$ cat src/rtl/uart_pkg.sv
// Shared types and constants for the host-side UART command/response endpoint.
package uart_pkg;

  typedef enum logic [1:0] {
    RX_IDLE,
    RX_START,
    RX_DATA,
    RX_STOP
  } rx_state_t;

  typedef enum logic [1:0] {
    TX_IDLE,
    TX_LOAD,
    TX_SHIFT
  } tx_state_t;

  localparam int unsigned CMD_BYTES  = 3;
  localparam int unsigned FRAME_BITS = 10;

endpackage

$ cat src/rtl/uart_rcv.sv
// 8N1 receiver: RX synchronizer, start-edge detection and mid-bit sampling FSM.
// Emits single-cycle rx_valid / rx_ferr at the stop-bit sample and rx_start
// once a start bit has been confirmed at its midpoint.
module uart_rcv
  import uart_pkg::*;
#(
  parameter int unsigned BAUD_DIV = 868
) (
  input  logic       clk,
  input  logic       rst_n,
  input  logic       rx,
  output logic [7:0] rx_byte,
  output logic       rx_valid,
  output logic       rx_ferr,
  output logic       rx_start,
  output logic       rx_idle
);

  localparam int unsigned BW = $clog2(BAUD_DIV);
  localparam logic [BW-1:0] FULL_LAST = BW'(BAUD_DIV - 1);
  localparam logic [BW-1:0] HALF_LAST = BW'(BAUD_DIV / 2 - 1);

  logic            sync1_q, sync2_q, hist_q;
  rx_state_t       state_q, state_d;
  logic [BW-1:0]   baud_q, baud_d;
  logic [3:0]      bit_q, bit_d;
  logic [7:0]      shift_q, shift_d;

  // Two-flop synchronizer plus one history flop for falling-edge detection.
  always_ff @(posedge clk or negedge rst_n) begin
    if (!rst_n) begin
      sync1_q <= 1'b1;
      sync2_q <= 1'b1;
      hist_q  <= 1'b1;
    end else begin
      sync1_q <= rx;
      sync2_q <= sync1_q;
      hist_q  <= sync2_q;
    end
  end

  // Receiver state, baud/bit counters and data shifter.
  always_ff @(posedge clk or negedge rst_n) begin
    if (!rst_n) begin
      state_q <= RX_IDLE;
      baud_q  <= '0;
      bit_q   <= '0;
      shift_q <= '0;
    end else begin
      state_q <= state_d;
      baud_q  <= baud_d;
      bit_q   <= bit_d;
      shift_q <= shift_d;
    end
  end

  // Next-state: half-bit wait to centre on the start bit, then full-bit steps.
  always_comb begin
    state_d  = state_q;
    baud_d   = baud_q;
    bit_d    = bit_q;
    shift_d  = shift_q;
    rx_valid = 1'b0;
    rx_ferr  = 1'b0;
    rx_start = 1'b0;
    case (state_q)
      RX_IDLE: begin
        baud_d = '0;
        if (hist_q && !sync2_q) state_d = RX_START;
      end
      RX_START: begin
        if (baud_q == HALF_LAST) begin
          baud_d = '0;
          bit_d  = '0;
          if (sync2_q) begin
            state_d = RX_IDLE;
          end else begin
            state_d  = RX_DATA;
            rx_start = 1'b1;
          end
        end else begin
          baud_d = baud_q + 1'b1;
        end
      end
      RX_DATA: begin
        if (baud_q == FULL_LAST) begin
          baud_d  = '0;
          shift_d = {sync2_q, shift_q[7:1]};
          bit_d   = bit_q + 4'd1;
          if (bit_q == 4'd7) state_d = RX_STOP;
        end else begin
          baud_d = baud_q + 1'b1;
        end
      end
      RX_STOP: begin
        if (baud_q == FULL_LAST) begin
          baud_d  = '0;
          state_d = RX_IDLE;
          if (sync2_q) rx_valid = 1'b1;
          else         rx_ferr  = 1'b1;
        end else begin
          baud_d = baud_q + 1'b1;
        end
      end
      default: state_d = RX_IDLE;
    endcase
  end

  assign rx_byte = shift_q;
  assign rx_idle = (state_q == RX_IDLE);

endmodule

$ cat src/rtl/uart_comm.sv
// Host-side serial endpoint: assembles 3-byte commands from RX and
// serializes single-byte responses onto TX. RX and TX run independently.
module uart_comm
  import uart_pkg::*;
#(
  parameter int unsigned BAUD_DIV  = 868,
  parameter int unsigned TO_CYCLES = 2_000_000
) (
  input  logic        clk,
  input  logic        rst_n,
  input  logic        RX,
  output logic        TX,
  output logic [23:0] cmd,
  output logic        cmd_rdy,
  input  logic        clr_cmd_rdy,
  input  logic [7:0]  resp_data,
  input  logic        send_resp,
  output logic        resp_sent,
  output logic        tx_busy
);

  localparam int unsigned BW = $clog2(BAUD_DIV);
  localparam int unsigned TW = $clog2(TO_CYCLES + 1);
  localparam logic [BW-1:0] FULL_LAST = BW'(BAUD_DIV - 1);
  localparam logic [TW-1:0] TO_LAST   = TW'(TO_CYCLES - 1);
  localparam logic [1:0]    CNT_LAST  = 2'(CMD_BYTES - 1);
  localparam logic [3:0]    BIT_LAST  = 4'(FRAME_BITS - 1);

  logic [7:0] rx_byte;
  logic       rx_valid, rx_ferr, rx_start, rx_idle;

  uart_rcv #(.BAUD_DIV(BAUD_DIV)) u_rcv (
    .clk      (clk),
    .rst_n    (rst_n),
    .rx       (RX),
    .rx_byte  (rx_byte),
    .rx_valid (rx_valid),
    .rx_ferr  (rx_ferr),
    .rx_start (rx_start),
    .rx_idle  (rx_idle)
  );

  logic [23:0]   cmd_q, cmd_d;
  logic          cmd_rdy_q, cmd_rdy_d;
  logic [1:0]    cnt_q, cnt_d;
  logic [TW-1:0] to_q, to_d;

  // Command register, ready flag, byte count and inter-byte timeout.
  always_ff @(posedge clk or negedge rst_n) begin
    if (!rst_n) begin
      cmd_q     <= '0;
      cmd_rdy_q <= 1'b0;
      cnt_q     <= '0;
      to_q      <= '0;
    end else begin
      cmd_q     <= cmd_d;
      cmd_rdy_q <= cmd_rdy_d;
      cnt_q     <= cnt_d;
      to_q      <= to_d;
    end
  end

  // Clear is evaluated before set so a completing byte wins the same cycle.
  always_comb begin
    cmd_d     = cmd_q;
    cmd_rdy_d = cmd_rdy_q;
    cnt_d     = cnt_q;
    to_d      = to_q;
    if (clr_cmd_rdy || (rx_start && cnt_q == '0)) cmd_rdy_d = 1'b0;
    if (rx_ferr) begin
      cnt_d = '0;
    end else if (rx_valid) begin
      case (cnt_q)
        2'd0:    cmd_d[23:16] = rx_byte;
        2'd1:    cmd_d[15:8]  = rx_byte;
        default: cmd_d[7:0]   = rx_byte;
      endcase
      if (cnt_q == CNT_LAST) begin
        cnt_d     = '0;
        cmd_rdy_d = 1'b1;
      end else begin
        cnt_d = cnt_q + 2'd1;
      end
    end
    if (rx_valid || cnt_q == '0) begin
      to_d = '0;
    end else if (rx_idle) begin
      if (to_q == TO_LAST) begin
        to_d  = '0;
        cnt_d = '0;
      end else begin
        to_d = to_q + 1'b1;
      end
    end
  end

  assign cmd     = cmd_q;
  assign cmd_rdy = cmd_rdy_q;

  tx_state_t     tx_state_q, tx_state_d;
  logic [9:0]    tx_shift_q, tx_shift_d;
  logic [BW-1:0] tx_baud_q, tx_baud_d;
  logic [3:0]    tx_bit_q, tx_bit_d;
  logic          resp_sent_q, resp_sent_d;

  // Transmitter state, shifter and counters.
  always_ff @(posedge clk or negedge rst_n) begin
    if (!rst_n) begin
      tx_state_q  <= TX_IDLE;
      tx_shift_q  <= '1;
      tx_baud_q   <= '0;
      tx_bit_q    <= '0;
      resp_sent_q <= 1'b0;
    end else begin
      tx_state_q  <= tx_state_d;
      tx_shift_q  <= tx_shift_d;
      tx_baud_q   <= tx_baud_d;
      tx_bit_q    <= tx_bit_d;
      resp_sent_q <= resp_sent_d;
    end
  end

  // TX_LOAD is the first cycle of the start bit, so SHIFT resumes the baud count at 1.
  always_comb begin
    tx_state_d  = tx_state_q;
    tx_shift_d  = tx_shift_q;
    tx_baud_d   = tx_baud_q;
    tx_bit_d    = tx_bit_q;
    resp_sent_d = 1'b0;
    case (tx_state_q)
      TX_IDLE: begin
        if (send_resp) begin
          tx_shift_d = {1'b1, resp_data, 1'b0};
          tx_baud_d  = '0;
          tx_bit_d   = '0;
          tx_state_d = TX_LOAD;
        end
      end
      TX_LOAD: begin
        tx_baud_d  = BW'(1);
        tx_state_d = TX_SHIFT;
      end
      TX_SHIFT: begin
        if (tx_baud_q == FULL_LAST) begin
          tx_baud_d  = '0;
          tx_shift_d = {1'b1, tx_shift_q[9:1]};
          if (tx_bit_q == BIT_LAST) begin
            tx_state_d  = TX_IDLE;
            resp_sent_d = 1'b1;
          end else begin
            tx_bit_d = tx_bit_q + 4'd1;
          end
        end else begin
          tx_baud_d = tx_baud_q + 1'b1;
        end
      end
      default: tx_state_d = TX_IDLE;
    endcase
  end

  assign TX        = (tx_state_q == TX_IDLE) ? 1'b1 : tx_shift_q[0];
  assign tx_busy   = (tx_state_q != TX_IDLE);
  assign resp_sent = resp_sent_q;

endmodule
$ cat config.mk
export PLATFORM = sky130hd
export DESIGN_NAME = uart_comm
export DESIGN_NICKNAME = d
export VERILOG_FILES = /design/src/rtl/uart_pkg.sv /design/src/rtl/uart_rcv.sv /design/src/rtl/uart_comm.sv
export SDC_FILE = /design/constraint.sdc
export NUM_CORES = 1
export LEC_CHECK = 0
export ABC_CLOCK_PERIOD_IN_PS = 3400
export BUFFER_PORTS_ARGS = -buffer_cell sky130_fd_sc_hd__buf_2
export CAP_MARGIN = 20
export CORE_MARGIN = 2
export CORE_UTILIZATION = 55
export CTS_CLUSTER_SIZE = 25
export DETAILED_ROUTE_END_ITERATION = 16
export GPL_ROUTABILITY_DRIVEN = 1
export PLACE_DENSITY = 0.76
export SYNTH_ARGS = -nofsm -noshare
export SYNTH_HDL_FRONTEND = slang
export SYNTH_SLANG_ARGS = --single-unit
$ cat constraint.sdc
create_clock -name clk -period 3.4 [get_ports clk]
set_input_delay 0.51 -clock clk [delete_from_list [all_inputs] [get_ports clk]]
set_output_delay 0.51 -clock clk [all_outputs]
set_load 0.03 [all_outputs]
# Yosys cells after proc, flatten, opt, wreduce, memory -nomap -nowiden
# Cells that the tools add are included.
# word_totals
wordCells	125
input_bits	13
latchBits	0
romBits	0
reg_bits	102
memories	0
output_inout_bits	28
ram_bits	0
# op_classes
order_cmp	0
n_div	0
mul	0
shifts	0
muxes	52
bitwise	2
n_eq_ne	22
reduce_logical	25
add_sub_neg	6
# op_table
operator	count
$mux W21	3
$mux W10	6
$pmux W10 S3	2
$mux W2	15
$add A21 B1 Y21 const B	1
$eq A21 B21 Y1 const B	1
$add A10 B1 Y10 const B	2
$eq A10 B10 Y1 const B	2
$mux W4	5
$pmux W10 S2	1
$reduce_and A3 Y1	6
$mux W1	16
$pmux W4 S2	2
$eq A10 B9 Y1 const B	1
$ne A2 B1 Y1 const B	5
$add A4 B1 Y4 const B	2
$eq A2 B2 Y1 const B	4
$ne A2 B2 Y1 const B	4
$pmux W2 S4	1
$reduce_bool A2 Y1	4
$eq A2 B1 Y1 const B	3
$logic_not A2 Y1	3
$pmux W2 S3	1
$reduce_and A5 Y1	1
other kinds (11)	16

# Longest topological paths before layout
# depth
depth_word	9
depth_mapped	9
depth_no_buf	7

# Cells and area by module
# From an unflattened synthesis, not the netlist that was laid out.
# unflattened
hier_cells	461
hier_area_um2	4877.2
# modules_own_cells
mod	n_inst	area_each_um2	cells_each	seq_area_each_um2
uart_comm	1	3616.0	333	1863.0
uart_rcv	1	1261.2	128	679.4

# Least setup slack after synthesis
# OpenSTA, ideal clock, no wires.
# synth_timing
kind	flip-flop to flip-flop
from	reg u_rcv.baud_q[3]
to	reg cmd_q[10] (netlist: cmd[10])
synth_period_minus_slack_ns	1.980
setup_ns	0.125
required_time_ns	3.275
n_path_buf	1
arrival_time_ns	1.855
stages_incl_launch_ff	6
path_slack_ns	1.420
path_cell_list	dfrtp_1 > or3b_4 > nor4_4 > and3b_1 > buf_2 > mux2_2
# synth_between
elab_chain_len	5
elab_cells_between_ends	7
classes_between	1 x eq/ne; 4 x mux; 1 x bitwise; 1 x reduce/logical
# synth_lines
item	line	rtl
from (decl)	uart_rcv.sv:25	logic [BW-1:0] baud_q, baud_d;
from (signal assigned)	uart_rcv.sv:51	baud_q <= baud_d;
$eq A10 B10 Y1 (*)	uart_rcv.sv:96	if (baud_q == FULL_LAST) begin
$mux W1	uart_rcv.sv:96	
$mux W1	uart_rcv.sv:66	case (state_q)
$not A1 Y1 (no source line)	-	
$reduce_and A3 Y1 (no source line) (*)	-	
to (signal assigned)	uart_comm.sv:56	cmd_q <= cmd_d;
to (decl)	uart_comm.sv:43	logic [23:0] cmd_q, cmd_d;
# Mark *: on every way between the ends. The rest lies on a longest branch, timed or not.
# A chain may end at the register's enable or synchronous reset.

# Worst setup path in the final report
# layout_timing
from	reg u_rcv.baud_q[0]
to	reg u_rcv.bit_q[0]
# layout_between
elab_chain_len	3
elab_cells_between_ends	5
classes_between	4 x eq/ne; 1 x reduce/logical
# layout_lines
item	line	rtl
$eq A10 B10 Y1 / $eq A10 B9 Y1 (equally long branches)	uart_rcv.sv:86, uart_rcv.sv:72	
$ne A2 B1 Y1 (no source line)	-	
$reduce_and A3 Y1 (no source line) (*)	-	
to (signal assigned)	uart_rcv.sv:52	bit_q <= bit_d;
to (decl)	uart_rcv.sv:26	logic [3:0] bit_q, bit_d;
# Marked as above.

==> impl_metrics.env <==
export IMPL_status="completed"
export IMPL_post_dp_cell_area_um2=5197
export IMPL_synthCells=475
export IMPL_worstSetupPathType="reg2reg"
export IMPL_coreArea_um2=8678
export IMPL_io_buffer_count=40
export IMPL_cts_buffers=9
export IMPL_min_period_ns=2.360
export IMPL_gp_congestion=0.8923
export IMPL_ys_warn_count=0
export IMPL_yosysTopAreaCellShare_pct=45.61
export IMPL_yosys_area_top_type="dfrtp_1"
export IMPL_first_pass_iters=5
export IMPL_stdcell_area_um2=5423
export IMPL_critPathMaxFanout=11
export IMPL_maxCapViolations=0
export IMPL_crit_path_start_kind="register"
export IMPL_routed_wirelength_mm=9.766
export IMPL_fin_util_pct=62.49
export IMPL_grt_usage_pct=21.04
export IMPL_start_util_pct=56.27
export IMPL_grt_first_pass_wirelength_mm=16.62
export IMPL_r2r_cells=6
export IMPL_syn_avg_cell_area_um2=10.28
export IMPL_grt_max_degree=54
export IMPL_wl_per_cell_um=15.58
export IMPL_tritoncts="done"
export IMPL_synth_cell_type_count=56
export IMPL_cp_cell_sequence="ha_1, nand4bb_1, nor3_1, nand3_1, nand3_1, o21ai_1"
export IMPL_drtIter0Drc=216
export IMPL_grt_pass1_vias=3618
export IMPL_worstMarginPinSlew_ns=0.8937
export IMPL_synth_most_common_cell="dfrtp_1"
export IMPL_ys_flop_type="dfrtp_1"
export IMPL_vias_per_cell=5.863
export IMPL_postCtsResizedCells=0
export IMPL_regArea_um2=2542
export IMPL_clock_sinks=101
export IMPL_clk_path_buf_depth=2
export IMPL_grt_overflow=0
export IMPL_max_stage_delay_ns=0.54
export IMPL_hold_viol=0
export IMPL_p_comb_share_pct=6.4
export IMPL_cts_root_buf="clkbuf_8"
export IMPL_vdd_ir_drop_max_uv=324.0
export IMPL_postCtsHoldBufs=0
export IMPL_endpoint_kind="register"
export IMPL_timing_final_crit_share_pct=69.41
export IMPL_p_leak_nw=2.546
export IMPL_drive_gt1_share_pct=20.62
export IMPL_timing_slew_headroom_pct=39.87
export IMPL_n_fill_cell=745
export IMPL_intPower_mw=1.586
export IMPL_drc=0
export IMPL_p_switching_mw=0.6183
export IMPL_crit_family="simple AND/OR/NAND/NOR gates"
export IMPL_insertion_delay_ns=0.38
export IMPL_num_io_pins=41
export IMPL_n_antenna_cell=0
export IMPL_synth_edf_count=0
export IMPL_async_flop_share_pct=100.0
export IMPL_critPathSlowestCell="nor3_1"
export IMPL_drv_slew=0
export IMPL_multi_input_area_um2=2233
export IMPL_die_area_um2=9649
export IMPL_cts_setup_buffers=0
export IMPL_seq_power_share_pct=57.4
export IMPL_worstPathArrival_ns=2.61
export IMPL_row_count=34
export IMPL_synth_seq_cells=101
export IMPL_syn2layout_area_growth_pct=11.04
export IMPL_power_total_mw=2.204
export IMPL_hold_ws_ns=0.1485
export IMPL_max_freq_mhz=423.7
export IMPL_synth_commonest_cells="89 x dfrtp_1, 54 x nor2_1, 53 x nand2_1, 28 x a21oi_1, 24 x mux2_2"
export IMPL_p_clk_share_pct=36.2
export IMPL_ant_nets=0
export IMPL_cp_num_cells=6
export IMPL_min_path_type="in2async"
export IMPL_ys_seq_area_share_pct=52.06
export IMPL_rsz0062_at_grt="false"
export IMPL_sw_frac_of_total_pct=28.05
export IMPL_synth_net_count=499
export IMPL_finalNetCount=538
export IMPL_crit_required_ns=3.65
export IMPL_power_density_nw_per_um2=406.4
export IMPL_setup_tns_ns=0
export IMPL_cts_clk_slew_worst_paths_ns=0.11
export IMPL_cp_common_cell="nand3_1"
export IMPL_h_tree_depth=3
export IMPL_antenna_found_initial=0
export IMPL_setup_viol=0
export IMPL_final_setup_skew_ns=0.01812
export IMPL_die_w_um=98.23
export IMPL_vias=3676
export IMPL_synth_area_um2=4883
export IMPL_synthTopCellsByArea="dfrtp_1 46%, dfstp_2 6.5%, mux2_2 5.5%, nor2_1 4.2%, nand2_1 4.1%"
export IMPL_hpwlAfterDp_mm=6.740
export IMPL_die_height_um=98.23
export IMPL_path_buf_inv=0
==> state kept, by name, summed over array words and instances, names as in the netlist, named ones only <==
name           count
cmd               24
to_q              21
tx_baud_q         10
u_rcv.baud_q      10
tx_shift_q         9
u_rcv.rx_byte      8
tx_bit_q           4
u_rcv.bit_q        4
cnt_q              2
tx_state_q         2
cmd_rdy            1
resp_sent          1
u_rcv.hist_q       1
u_rcv.state_q      1
u_rcv.sync1_q      1
u_rcv.sync2_q      1
==> power groups by stage <==
stage | logic [mW] | registers (mW) | clock network (mW)
2_1_floorplan | 0.0907 | 1.28 | 0
3_3_place_gp | 0.138 | 1.29 | 0
3_5_place_dp | 0.145 | 1.29 | 0
4_1_cts | 0.146 | 1.26 | 0.828
5_1_grt | 0.164 | 1.27 | 0.871
6_report | 0.141 | 1.26 | 0.798
==> through the flow <==
step,std cells,worst slack (ns)
CTS,627,1.053
detailed placement,611,1.123
global route,627,0.8601
finish,627,1.040
global placement,611,1.157
floorplan,475,1.420
==> cell usage in the layout (no fill, tap or decap), types with 3 or more instances in the layout <==
master	instances
nor3_1	6
mux2_2	24
dfrtp_1	89
xnor2_1	13
and2_1	5
o22ai_1	3
nand4b_1	5
o21ai_0	16
nor2_1	54
clkbuf_8	9
inv_1	13
mux2i_1	11
nand2_1	53
nand4_1	14
or3_1	4
nor4b_1	3
nand3_1	20
buf_4	3
a22oi_1	4
nand2b_1	5
buf_2	39
a21oi_1	28
nor4_1	6
clkinv_8	4
a31oi_1	6
xor2_1	11
a31o_2	3
ha_1	11
dfstp_2	12
and3_1	5
==> logic make-up after synthesis <==
kind of cell | share of synthesized area, %
AND/OR/NAND/NOR | 20.65
flip-flops | 52.06
AO/OA/AOI/OAI | 10.17
multiplexers | 7.789
buffers and inverters | 2.204
XOR/XNOR | 4.304
adder cells (fa/ha/maj) | 2.818
==> worst paths after layout <==
check	start	endpoint	slack (ns)
max	u_rcv.baud_q[0]	u_rcv.bit_q[0]	1.04
min	rst_n	to_q[1]	0.15
max reg2reg	u_rcv.baud_q[0]	u_rcv.bit_q[0]	1.04
min reg2reg	u_rcv.sync1_q	u_rcv.sync2_q	0.37
max in group asynchronous	rst_n	u_rcv.sync2_q	2.51
min in group clk	RX	u_rcv.sync1_q	0.22
==> worst reg2reg max path, delay by kind of cell, from the launching register on <==
kind	cells	cell delay, ns
flops	1	0.44
compound gates	1	0.10
fa+ha+maj	1	0.24
simple gates	4	1.45
==> final cells by class <==
class / instances / share of cell area [%]
Inverter: 13 / 0.8999
Multi-Input combinational cell: 346 / 41.19
Clock buffer: 9 / 2.284
Tap cell: 108 / 2.492
Clock inverter: 7 / 1.869
Sequential cell: 101 / 46.89
Timing Repair Buffer: 43 / 4.384
==> metal layers <==
layer | wire (µm) | vias to the layer above | GRT usage [%]
li1 | - | 1762 | -
met1 | 4425 | 1838 | 27.70
met2 | 4897 | 68 | 34.88
met3 | 377 | 8 | 5.512
met4 | 65 | 0 | 5.796
met5 | 0 | - | 0
Note: power is estimated with default switching activity, not from simulation.
